[src/rtl/thread_sched_nmt1.sv]
// Per-thread PC context store with a round-robin scheduler for the
// near-memory-threading fetch stage. It parks the running thread on a memory
// stall or a halt, then picks the next READY thread after the current one.
module thread_sched_nmt1 #(
   parameter int              NUM_THREADS = 4,
   parameter int              TID_W       = 2,
   parameter int              PC_W        = 32,
   parameter logic [PC_W-1:0] PC_BASE     = 32'h0000_0000,
   parameter logic [PC_W-1:0] PC_STRIDE   = 32'h0000_0400
) (
   input  logic                   clk,
   input  logic                   reset,
   input  logic                   mem_stall,
   input  logic [PC_W-1:0]        stall_pc,
   input  logic                   mem_done,
   input  logic [TID_W-1:0]       mem_done_tid,
   input  logic                   halt,
   input  logic [TID_W-1:0]       halt_tid,
   output logic                   context_switch,
   output logic [PC_W-1:0]        current_thread_pc,
   output logic [TID_W-1:0]       current_tid,
   output logic                   thread_valid,
   output logic [NUM_THREADS-1:0] ready_mask
);

   typedef enum logic [1:0] {TH_READY, TH_RUNNING, TH_WAITING, TH_HALTED} th_state_t;
   typedef enum logic [1:0] {S_SELECT, S_RUN, S_IDLE} fsm_t;

   th_state_t         th_state [NUM_THREADS];
   th_state_t         th_next  [NUM_THREADS];
   logic [PC_W-1:0]   pc       [NUM_THREADS];

   fsm_t              fsm, fsm_next;
   logic [TID_W-1:0]  rr_ptr, rr_ptr_next;
   logic              cs_next, valid_next;
   logic [TID_W-1:0]  tid_next;
   logic [PC_W-1:0]   cpc_next;

   logic              found;
   logic [TID_W-1:0]  sel_tid;
   logic [TID_W-1:0]  probe;
   logic              sel_take;
   logic              run_halt;
   logic              run_stall;

   // Start PC of a thread; wraps naturally at PC_W bits.
   function automatic logic [PC_W-1:0] start_pc(input int idx);
      return PC_BASE + PC_W'(idx) * PC_STRIDE;
   endfunction

   // Round-robin search over registered states, starting just after the last pick.
   always_comb begin
      found   = 1'b0;
      sel_tid = '0;
      probe   = '0;
      for (int k = 1; k <= NUM_THREADS; k++) begin
         probe = rr_ptr + TID_W'(k);
         if (!found && th_state[probe] == TH_READY) begin
            found   = 1'b1;
            sel_tid = probe;
         end
      end
   end

   // Events that act on the running thread; halt outranks the stall.
   always_comb begin
      sel_take  = (fsm == S_SELECT) && found;
      run_halt  = (fsm == S_RUN) && halt && (halt_tid == current_tid);
      run_stall = (fsm == S_RUN) && mem_stall && !run_halt;
   end

   // Per-thread next state; halt beats mem_done on the same thread.
   always_comb begin
      for (int i = 0; i < NUM_THREADS; i++) begin
         th_next[i] = th_state[i];
         if (sel_take && sel_tid == TID_W'(i)) begin
            th_next[i] = TH_RUNNING;
         end else if (run_halt && current_tid == TID_W'(i)) begin
            th_next[i] = TH_HALTED;
         end else if (run_stall && current_tid == TID_W'(i)) begin
            th_next[i] = TH_WAITING;
         end else if (halt && halt_tid == TID_W'(i) &&
                      (th_state[i] == TH_READY || th_state[i] == TH_WAITING)) begin
            th_next[i] = TH_HALTED;
         end else if (mem_done && mem_done_tid == TID_W'(i) &&
                      th_state[i] == TH_WAITING) begin
            th_next[i] = TH_READY;
         end
      end
   end

   // Thread state and saved-PC registers; a stall saves the resume PC.
   always_ff @(posedge clk or posedge reset) begin
      if (reset) begin
         for (int i = 0; i < NUM_THREADS; i++) begin
            th_state[i] <= TH_READY;
            pc[i]       <= start_pc(i);
         end
      end else begin
         for (int i = 0; i < NUM_THREADS; i++) begin
            th_state[i] <= th_next[i];
         end
         if (run_stall) begin
            pc[current_tid] <= stall_pc;
         end
      end
   end

   // Scheduler next state and next values of the registered outputs.
   always_comb begin
      fsm_next    = fsm;
      rr_ptr_next = rr_ptr;
      cs_next     = 1'b0;
      valid_next  = thread_valid;
      tid_next    = current_tid;
      cpc_next    = current_thread_pc;
      case (fsm)
         S_SELECT: begin
            if (found) begin
               tid_next    = sel_tid;
               rr_ptr_next = sel_tid;
               cpc_next    = pc[sel_tid];
               cs_next     = 1'b1;
               valid_next  = 1'b1;
               fsm_next    = S_RUN;
            end else begin
               valid_next  = 1'b0;
               fsm_next    = S_IDLE;
            end
         end
         S_RUN: begin
            if (run_halt || run_stall) begin
               valid_next = 1'b0;
               fsm_next   = S_SELECT;
            end
         end
         S_IDLE: begin
            if (|ready_mask) begin
               fsm_next = S_SELECT;
            end
         end
         default: begin
            fsm_next = S_SELECT;
         end
      endcase
   end

   // Scheduler state and output registers.
   always_ff @(posedge clk or posedge reset) begin
      if (reset) begin
         fsm               <= S_SELECT;
         rr_ptr            <= TID_W'(NUM_THREADS - 1);
         context_switch    <= 1'b0;
         thread_valid      <= 1'b0;
         current_tid       <= '0;
         current_thread_pc <= PC_BASE;
      end else begin
         fsm               <= fsm_next;
         rr_ptr            <= rr_ptr_next;
         context_switch    <= cs_next;
         thread_valid      <= valid_next;
         current_tid       <= tid_next;
         current_thread_pc <= cpc_next;
      end
   end

   // READY mask decoded straight from the registered thread states.
   always_comb begin
      ready_mask = '0;
      for (int i = 0; i < NUM_THREADS; i++) begin
         ready_mask[i] = (th_state[i] == TH_READY);
      end
   end

endmodule

[config.mk]
export PLATFORM = sky130hd
export DESIGN_NAME = thread_sched_nmt1
export DESIGN_NICKNAME = d
export VERILOG_FILES = /design/src/rtl/thread_sched_nmt1.sv
export SDC_FILE = /design/constraint.sdc
export NUM_CORES = 1
export LEC_CHECK = 0
export CORE_UTILIZATION = 50
export CTS_CLUSTER_SIZE = 8
export DETAILED_ROUTE_END_ITERATION = 6
export MAX_ROUTING_LAYER = met4
export PLACE_DENSITY = 0.72
export SYNTH_ARGS = -nofsm -noshare
export SYNTH_HDL_FRONTEND = slang
export SYNTH_SLANG_ARGS = --single-unit
[constraint.sdc]
create_clock -name clk -period 12.4 [get_ports clk]
set_input_delay 1.86 -clock clk [delete_from_list [all_inputs] [get_ports clk]]
set_output_delay 1.86 -clock clk [all_outputs]
set_load 0.01 [all_outputs]
==> reports/results.txt <==
Critical Path Source Type -> input pin
max incr delay on CP -> 0.83 ns
worst path bufs/invs -> 1
initial DRC count -> 293
syn_area_per_cell -> 13.7 um2
number of synthesized flops with an enable pin -> 0
M1 wire length -> 7130 um
distinct cell type count after synthesis -> 45
Antenna Nets Post-Route -> 0
peak supply drop -> 0.000117 V
DR WL met3 -> 584 um
Rel. slew slack -> 0.265
slowest CP cell -> and3_2
area delta synth->final -> 19.0%
Setup Viol. Count Final -> 0
Num CTS Buffers -> 17
Resized cells post-CTS -> 0
crit-path leading delay family -> simple AND/OR/NAND/NOR gates
Hold Slack -> 0.484 ns
Final HPWL DP -> 9570 um
clock-pin slew on the worst setup and hold paths -> 0.06 ns
row count -> 44
Layout Utilization -> 0.615
Clock Path Buffers -> 2
DR vias -> 4767
r2r startpoint -> th_state[0]
initial antenna violation count -> 0
CP Cell Sequence -> clkdlybuf4s50_1 > xnor2_1 > nand4_1 > nor2b_1 > and3_2 > mux2_2
Total Routing Usage GR -> 0.226
placed instance count -> 790
Crit Path Max Fanout -> 32
Crit. Startpoint -> halt_tid[1]
Die ar. -> 15700 um2
Skew-Pair Late Insertion Delay -> 0.43 ns
Post-synth top flop -> dfrtp_1
Mapped Nets -> 594
leakage power -> 3.98 nW
Synthesis Warnings -> 0
max cap viols -> 0
drt pass-1 iters -> 6
hold-fix buffers at CTS -> 0
Pins Over Slew Limit -> 0
CTS root buffer -> clkbuf_16
Highest Signal Layer -> met4
I/O pin count -> 81
Post-CTS Setup Inserts -> 0
final routed DRC violation total -> 10
Nets -> 666
clock skew -> 0.0125 ns
period utilization -> 0.332
routed len/inst -> 19.5 um
Final min period -> 4.12 ns
Hold Vio Cnt, Final -> 0
TNS Setup -> 0 ns
Synth Instances -> 553
fin area -> 9030 um2
htree depth -> 4
Crit Path Class -> input pin to flop
ys async rst share -> 1.00
effective utilization at floorplan -> 0.517
TritonCTS clock tree -> yes
DRT Wirelength -> 16000 um
most frequent cells in the layout -> dfrtp_1 (170), mux2_2 (119), clkdlybuf4s50_1 (80), mux2i_1 (64), nand2_1 (49)
RSZ-0062 raised after global routing -> false
ratio of cells with drive above 1 in the final layout -> 0.263
post-DR vias/cell -> 5.80
synthesized area -> 7590 um2
worst-margin pin slew -> 1.10 ns
met2 wire len -> 8060 um
gr ovfl total -> 0
core area -> 14700 um2
commonest non-fill, non-tap cell in the layout -> dfrtp_1
#FFs+latches synth -> 176
Pwr per Cell Area -> 187 nW/um2
CTS Sinks -> 176
worst hold start -> pc[25]
Chip Height -> 125 um
non-filler cells, final -> 822
Worst Path Arrival -> 4.43 ns
GPL Wtd Cong -> 0.883
# diodes -> 0
Hold WC Path Type -> flop to flop
failing checks -> DRC
Required @ worst endpoint -> 12.71 ns
post-synthesis sequential area ratio -> 0.581
number of port buffers -> 80
outcome -> complete, but fails checks
overall die width -> 125 um
critical path capture point type -> flop
Post-DP Area -> 8520 um2
number of global-route vias before repair -> 5051
FMAX -> 243 MHz
largest net degree at the start of global routing -> 90
first-pass GRT wire length -> 26500 um
Yosys cell counts (2+ instances only):
master / n / share of area
xnor2_1: 2 / 0.0023
mux2_2: 119 / 0.18
buf_4: 6 / 0.0059
nand2_1: 52 / 0.026
nor2_1: 5 / 0.0025
or3_1: 2 / 0.0016
mux2_1: 9 / 0.013
o22ai_1: 3 / 0.0025
nand3_1: 3 / 0.0020
nor3_1: 3 / 0.0020
o221ai_1: 35 / 0.040
nand4_1: 2 / 0.0016
and3_1: 2 / 0.0016
o21a_1: 2 / 0.0020
or4bb_1: 2 / 0.0030
nand2b_1: 3 / 0.0025
o31ai_1: 2 / 0.0020
clkbuf_1: 5 / 0.0025
a21oi_1: 7 / 0.0046
nor2b_1: 3 / 0.0025
o21ai_0: 3 / 0.0020
dfstp_2: 6 / 0.021
a31oi_1: 2 / 0.0016
mux2i_1: 64 / 0.084
dfrtp_1: 170 / 0.56
inv_1: 3 / 0.0015
buf_2: 20 / 0.013
final timing paths:
check	to	slack [ns]	depth (start not counted)
max in group asynchronous	pc[127]	8.81	3
hold reg to reg	pc[25]	0.48	1
min in group asynchronous	pc[51]	1.94	2
setup reg to reg	current_thread_pc[24]	9.47	7
hold / removal	pc[25]	0.48	1
setup / recovery	pc[14]	8.28	6
routing by layer:
layer,global-route usage,vias to the layer above
met4,0.0846,0
met2,0.373,103
met1,0.280,2462
li1,-,2181
met5,-,-
met3,0.0407,21
registers in the layout, summed over array words and instances, names as in the netlist:
| signal | count |
|---|---|
| context_switch | 1 |
| current_thread_pc | 32 |
| current_tid | 2 |
| fsm | 2 |
| pc | 128 |
| rr_ptr | 2 |
| th_state | 8 |
| thread_valid | 1 |
where the power goes:
part | total, W | internal [W] | switching (W)
registers | 0.000820 | 0.000727 | 0.0000930
clock network | 0.000471 | 0.000265 | 0.000205
logic | 0.000400 | 0.000233 | 0.000167
total | 0.00169 | 0.00123 | 0.000465
cell type report:
type,instances,area (um2)
well taps,184,230
repair buffers,85,838
fillers,1179,5670
clock buffers,26,479
clock inverters,6,33.8
multi-input cells,341,3020
flip-flops and latches,176,4410
inverters,4,20.0
through the flow:
step	power (W)	worst slack (ns)
after floorplan	0.00105	5.78
after global placement	0.00121	7.89
after detailed placement	0.00123	7.83
after CTS	0.00171	8.27
after global routing	0.00178	8.18
final	0.00169	8.28
kinds of logic (layout without fill, tap and decap cells):
kind of cell,Yosys count,after routing,synth area share
flip-flops,176,176,0.581
AND/OR/NAND/NOR,86,86,0.0544
AO/OA/AOI/OAI,61,61,0.0639
buffers and inverters,36,121,0.0241
multiplexers,192,192,0.274
XOR/XNOR,2,2,0.00231
worst reg2reg max path: stages, from the launching register on:
cell	delay, ns
dfrtp_1	0.44
nor2_4	0.22
a2111oi_0	0.21
a311oi_4	0.30
buf_4	0.36
buf_4	0.76
mux2i_1	0.33
o221ai_1	0.16
Note: power is estimated with default switching activity, not from simulation.
